File: config.mk
export PLATFORM = sky130hd
export DESIGN_NAME = spi_master
export DESIGN_NICKNAME = d
export VERILOG_FILES = /design/src/rtl/spi_pkg.sv /design/src/rtl/spi_clkgen.sv /design/src/rtl/spi_master.sv
export SDC_FILE = /design/constraint.sdc
export NUM_CORES = 1
export LEC_CHECK = 0
export BUFFER_PORTS_ARGS = -buffer_cell sky130_fd_sc_hd__clkbuf_2
export CORE_MARGIN = 3
export CORE_UTILIZATION = 50
export CTS_CLUSTER_DIAMETER = 150
export DETAILED_ROUTE_END_ITERATION = 10
export PLACE_DENSITY = 0.72
export REMOVE_ABC_BUFFERS = 1
export SLEW_MARGIN = 20
export SYNTH_ARGS = -nofsm -noshare
export SYNTH_HDL_FRONTEND = slang
export SYNTH_HIERARCHICAL = 1
export SYNTH_SLANG_ARGS = --single-unit
File: constraint.sdc
create_clock -name clock -period 3.01 [get_ports clock]
set_input_delay 0.301 -clock clock [delete_from_list [all_inputs] [get_ports clock]]
set_output_delay 0.301 -clock clock [all_outputs]
set_load 0.02 [all_outputs]
File: src/rtl/spi_pkg.sv
// Shared definitions for the SPI master slice: FSM state encoding, mode-0 idle levels, default sizes.
// Pure declarations, no logic; no latency or backpressure of its own.
// Imported by spi_master and spi_clkgen.
package spi_pkg;
  localparam int DEF_MAX_BITS = 16;
  localparam int DEF_SS_W     = 8;
  localparam int DEF_DIV_W    = 8;

  // Mode 0: SCK idles low, selects are active-low
  localparam logic SCK_IDLE = 1'b0;
  localparam logic SS_OFF   = 1'b1;

  typedef enum logic [2:0] {
    IDLE,
    SETUP,
    HIGH,
    LOW,
    HOLD,
    DONE
  } state_t;
endpackage

File: src/rtl/spi_clkgen.sv
// Half-period timer: one-cycle tick every H = div+1 clocks while enabled, reloads on tick or when disabled.
// Latency: first tick H clocks after en rises (counter preloaded with div while disabled).
// Backpressure: none; the FSM simply advances on tick.
module spi_clkgen import spi_pkg::*; #(
  parameter int DIV_W = DEF_DIV_W
) (
  input  logic             clock,
  input  logic             reset,
  input  logic             en,
  input  logic [DIV_W-1:0] div,
  output logic             tick
);
  logic [DIV_W-1:0] cnt;

  always_ff @(posedge clock) begin
    if (reset || !en || cnt == '0) cnt <= div;
    else                           cnt <= cnt - 1'b1;
  end

  assign tick = en && (cnt == '0);
endmodule

File: src/rtl/spi_master.sv
// Mode-0 SPI master: request word -> SCK/SS/MOSI waveform, MISO captured into a response word.
// Latency: rsp_valid at 1 + (2N+2)H cycles after accept; N = req_len+1, H = req_div+1.
// Backpressure: req_ready only in IDLE; holds DONE until rsp_ready. SPI_MASTER_LSB_FIRST_EN selects LSB-first.
module spi_master import spi_pkg::*; #(
  parameter int MAX_BITS = DEF_MAX_BITS,
  parameter int SS_W     = DEF_SS_W,
  parameter int DIV_W    = DEF_DIV_W
) (
  input  logic                        clock,
  input  logic                        reset,
  input  logic                        req_valid,
  output logic                        req_ready,
  input  logic [MAX_BITS-1:0]         req_data,
  input  logic [$clog2(MAX_BITS)-1:0] req_len,
  input  logic [SS_W-1:0]             req_ss,
  input  logic [DIV_W-1:0]            req_div,
  output logic                        rsp_valid,
  input  logic                        rsp_ready,
  output logic [MAX_BITS-1:0]         rsp_data,
  output logic                        sck,
  output logic [SS_W-1:0]             ss,
  output logic                        mosi,
  input  logic                        miso
);
  localparam int LEN_W = $clog2(MAX_BITS);

  state_t              state;
  logic [MAX_BITS-1:0] tx_q, rx_q;
  logic [MAX_BITS-1:0] tx_init, tx_load, tx_next, rx_next;
  logic [LEN_W-1:0]    bit_cnt;
  logic [DIV_W-1:0]    div_q, div_sel;
  logic                first_bit, next_bit, tick, cg_en;

`ifdef SPI_MASTER_LSB_FIRST_EN
  logic [LEN_W-1:0] len_q;

  always_ff @(posedge clock) begin
    if (reset)                         len_q <= '0;
    else if (state == IDLE && req_valid) len_q <= req_len;
  end
`endif

  // tx_q holds only the bits not yet on the wire; the current bit lives in mosi
  always_comb begin
    tx_init = req_data;
`ifdef SPI_MASTER_LSB_FIRST_EN
    first_bit  = tx_init[0];
    tx_load    = tx_init >> 1;
    next_bit   = tx_q[0];
    tx_next    = tx_q >> 1;
    rx_next    = rx_q >> 1;
    rx_next[len_q] = miso;
`else
    tx_init    = req_data << (MAX_BITS - 1 - int'(req_len));
    first_bit  = tx_init[MAX_BITS-1];
    tx_load    = tx_init << 1;
    next_bit   = tx_q[MAX_BITS-1];
    tx_next    = tx_q << 1;
    rx_next    = {rx_q[MAX_BITS-2:0], miso};
`endif
  end

  // The timer must be primed with the incoming divider during the accept cycle
  assign div_sel = (state == IDLE) ? req_div : div_q;
  assign cg_en   = (state == SETUP) || (state == HIGH) || (state == LOW) || (state == HOLD);

  spi_clkgen #(.DIV_W(DIV_W)) u_clkgen (
    .clock (clock),
    .reset (reset),
    .en    (cg_en),
    .div   (div_sel),
    .tick  (tick)
  );

  always_ff @(posedge clock) begin
    if (reset) begin
      state     <= IDLE;
      req_ready <= 1'b1;
      rsp_valid <= 1'b0;
      rsp_data  <= '0;
      sck       <= SCK_IDLE;
      ss        <= {SS_W{SS_OFF}};
      mosi      <= 1'b0;
      tx_q      <= '0;
      rx_q      <= '0;
      bit_cnt   <= '0;
      div_q     <= '0;
    end else begin
      case (state)
        IDLE: if (req_valid) begin
          state     <= SETUP;
          req_ready <= 1'b0;
          tx_q      <= tx_load;
          rx_q      <= '0;
          bit_cnt   <= req_len;
          div_q     <= req_div;
          ss        <= ~req_ss;
          mosi      <= first_bit;
          sck       <= SCK_IDLE;
        end
        SETUP: if (tick) begin
          state <= HIGH;
          sck   <= ~SCK_IDLE;
        end
        HIGH: if (tick) begin
          state <= LOW;
          sck   <= SCK_IDLE;
          rx_q  <= rx_next;
          tx_q  <= tx_next;
          mosi  <= next_bit;
        end
        LOW: if (tick) begin
          if (bit_cnt == '0) begin
            state <= HOLD;
          end else begin
            bit_cnt <= bit_cnt - 1'b1;
            state   <= HIGH;
            sck     <= ~SCK_IDLE;
          end
        end
        HOLD: if (tick) begin
          state     <= DONE;
          ss        <= {SS_W{SS_OFF}};
          rsp_valid <= 1'b1;
          rsp_data  <= rx_q;
        end
        DONE: if (rsp_ready) begin
          state     <= IDLE;
          rsp_valid <= 1'b0;
          req_ready <= 1'b1;
        end
        default: state <= IDLE;
      endcase
    end
  end
endmodule
==> impl_metrics.py <==
metrics = {
    "clocking": {
        "post-cts-setup-buffer-count": 0,
        "htree_levels": 3,
        "cts-root-buf": "clkbuf_8",
        "cts-buffers-inserted": 9,
        "insertion_delay_ns": 0.36,
        "hold_buffers": 0,
        "clock_sinks": 82,
        "clk_pin_slew_worst_paths_ns": 0.10,
        "cts_tree": "yes",
        "clk_path_buf_depth": 2,
        "cts_repair_resize_count": 0,
    },
    "timing": {
        "fin_crit_ns": 2.32,
        "rsz0062_at_grt": "false",
        "max_freq_mhz": 431,
        "setup_slack_ns": 0.691,
        "timing.hold.ws_ns": 0.175,
        "slew_headroom_pct": 54.7,
        "period_share_pct": 77.0,
        "drv_slew": 0,
        "worst_pin_slew_ns": 0.676,
        "finalHoldViolCount": 0,
        "fin_worst_skew_ns": 0.0128,
        "setup_viol": 0,
    },
    "setup_path": {
        "crit_chain": "nor4_4 -> nand3_1 -> nor2_1 -> mux2i_1 -> or3_1 -> buf_4 -> nand2_1 -> a21oi_1",
        "cp_max_fo": 16,
        "rr_worst_depth": 8,
        "reg2reg_slack_ns": 0.69,
        "critPathArrivalTime_ns": 2.55,
        "crit_path_start_kind": "flip-flop",
        "crit_slowest_cell": "or3_1",
        "crit_type": "flip-flop to flip-flop",
        "max_stage_delay_ns": 0.59,
        "cp-end-kind": "flip-flop",
        "crit_required_ns": 3.25,
        "r2r-end": "rx_q[4]",
        "r2r_start": "u_clkgen/cnt[3]",
    },
    "drt": {
        "drc": 0,
        "avgViaCountPerCell": 5.76,
        "wirelength_microns": 9530,
        "firstDrtPassIters": 5,
        "vias": 3761,
        "drtAntennaViolNets": 0,
        "drt_iter0_drc": 214,
        "post_drt_wl_per_cell_microns": 14.6,
    },
    "run": {
        "cap_violations": 0,
    },
    "final_layout": {
        "fillerInstances": 769,
        "finalCoreUtilization_pct": 58.9,
        "diodes": 0,
        "drive_gt1_share_pct": 26.1,
        "nNetsFinal": 588,
        "final_area_sq_mm": 0.00491,
        "syn2layout_area_growth_pct": 12.3,
    },
    "logic_synthesis": {
        "synth_top_flop_cell": "dfxtp_1",
        "synth-simple-area-share_pct": 22.4,
        "synthXorXnorAreaFrac_pct": 1.40,
        "async_flop_share_pct": 0,
        "synth_mux_area_share_pct": 13.3,
        "ys_warn_count": 6,
        "synth_top_family_by_area": "simple AND/OR/NAND/NOR gates",
        "ys_ff_latch": 82,
        "synth_fa_ha_area_share_pct": 1.14,
        "syn_area_sq_mm": 0.00437,
        "avgSynthCellArea_sq_um": 8.94,
        "ys_types": 64,
        "ys_seq_area_share_pct": 37.5,
        "synth-edff-count": 0,
        "synth_compound_area_share_pct": 18.6,
        "synthCells": 489,
    },
    "place": {
        "place_area_sq_mm": 0.00472,
        "place_hpwl_microns": 6670,
        "place.port_buffers": 68,
        "dpl_worst_slack_ns": 0.689,
        "globalplace.congestion": 0.878,
    },
    "die": {
        "rows": 33,
        "start_util_pct": 52.4,
        "core_sq_mm": 0.00834,
        "fp.dieW_microns": 99.5,
        "die_area_sq_mm": 0.00990,
        "die_h_microns": 99.5,
        "pin_count": 69,
    },
    "outcome": {
        "status": "completed",
    },
    "hold_path": {
        "hold_end": "div_q[7]",
        "min-delay-start": "req_div[7]",
        "hp-class": "input port to flip-flop",
        "hold_depth": 3,
    },
    "grt": {
        "grt_pass1_wl_microns": 16200,
        "grt_pass1_vias": 3614,
        "grt.total_usage_pct": 19.6,
        "grt_max_degree": 41,
        "grt_antenna_before_repair": 0,
        "grt-ovfl-total": 0,
    },
    "power": {
        "finalPower_mw": 2.87,
        "peakVddDrop_mv": 0.316,
        "power_density_mw_per_mm2": 584,
        "leakagePower_nw": 1.87,
    },
}
==> sequential cells by signal, summed over array words and instances, names as in the netlist <==
register and flops:
rx_q 16, mosi 1, req_ready 1, bit_cnt 4, rsp_valid 1, state 3, ss 8, tx_q 15
u_clkgen/cnt 8, rsp_data 16, sck 1, div_q 8
==> layout by cell type, fill, tap and decap left out, drive strengths merged, types with 10 or more instances in the layout <==
cell type,n
buf,12
clkbuf,77
mux4,12
nor3,13
a21oi,53
o21ai,15
nand2,88
nor2b,10
nand3,21
nor2,32
dfxtp,82
inv,12
mux2,22
==> critical path, delay by kind of cell (launching register included) <==
family / cells / cell delay (ns)
mux: 1 / 0.13
simple gates: 5 / 1.31
flops: 1 / 0.37
buf+inv: 1 / 0.31
compound gates: 1 / 0.06
==> cell usage after synthesis, types with 6 or more instances <==
cell	instances	area, sq um
clkbuf_1	16	60.1
nor2_1	32	120
nor3_1	11	55.1
o211ai_1	7	52.6
dfxtp_1	82	1640
nand3_1	21	105
nand2b_1	8	50.1
o21ai_0	13	65.1
nor3b_1	7	52.6
a21oi_1	49	245
mux4_1	7	184
buf_2	12	60.1
a221oi_1	6	52.6
inv_1	7	26.3
nor2b_1	10	62.6
mux2_2	20	225
nand2_1	88	330
==> stage by stage <==
| stage | TNS, ns | cells |
|---|---|---|
| after global placement | 0 | 637 |
| after global routing | 0 | 653 |
| after CTS | 0 | 653 |
| after detailed placement | 0 | 637 |
| final | 0 | 653 |
| after floorplan | -3.08 | 452 |
==> layout make-up <==
class / instances / area (sq um) / share of cell area [%]
Clock buffer: 9 / 124 / 2.52
Clock inverter: 7 / 66.3 / 1.35
Inverter: 8 / 30.0 / 0.611
Multi-Input combinational cell: 362 / 2490 / 50.6
Sequential cell: 82 / 1640 / 33.4
Tap cell: 105 / 131 / 2.68
Timing Repair Buffer: 80 / 430 / 8.76
==> metal layers <==
metal | wire length, microns | track usage (%) | vias to the layer above
li1 | - | - | 1884
met1 | 4370 | 24.9 | 1762
met2 | 4590 | 33.5 | 104
met3 | 453 | 3.16 | 11
met4 | 116 | 7.46 | 0
met5 | 0 | 0 | -
==> kinds of logic after synthesis <==
family / count (synthesis)
AND/OR/NAND/NOR: 196
AO/OA/AOI/OAI: 118
flip-flops: 82
buffers and inverters: 45
multiplexers: 37
XOR/XNOR: 7
adder cells (fa/ha/maj): 4
==> worst max-delay path by stage <==
stage                               start       end  cells past startpoint  slack, ns
after floorplan                  state[0]  tx_q[10]                      8      -0.18
after CTS                 u_clkgen/cnt[3]  rx_q[10]                      8       0.68
final                     u_clkgen/cnt[3]   rx_q[4]                      8       0.69
after detailed placement  u_clkgen/cnt[3]   rx_q[4]                      8       0.69
after global routing      u_clkgen/cnt[3]  tx_q[11]                      7       0.51
after global placement    u_clkgen/cnt[3]  rx_q[11]                      8       0.74
==> power breakdown <==
part | internal (mW) | leakage, nW | total [mW] | switching (mW)
Sequential | 1.19 | 0.670 | 1.28 | 0.0849
Clock | 0.323 | 0.0922 | 0.781 | 0.459
Combinational | 0.343 | 1.10 | 0.807 | 0.464
Total | 1.86 | 1.87 | 2.87 | 1.01
No activity file was read; power rests on OpenSTA's default activity.
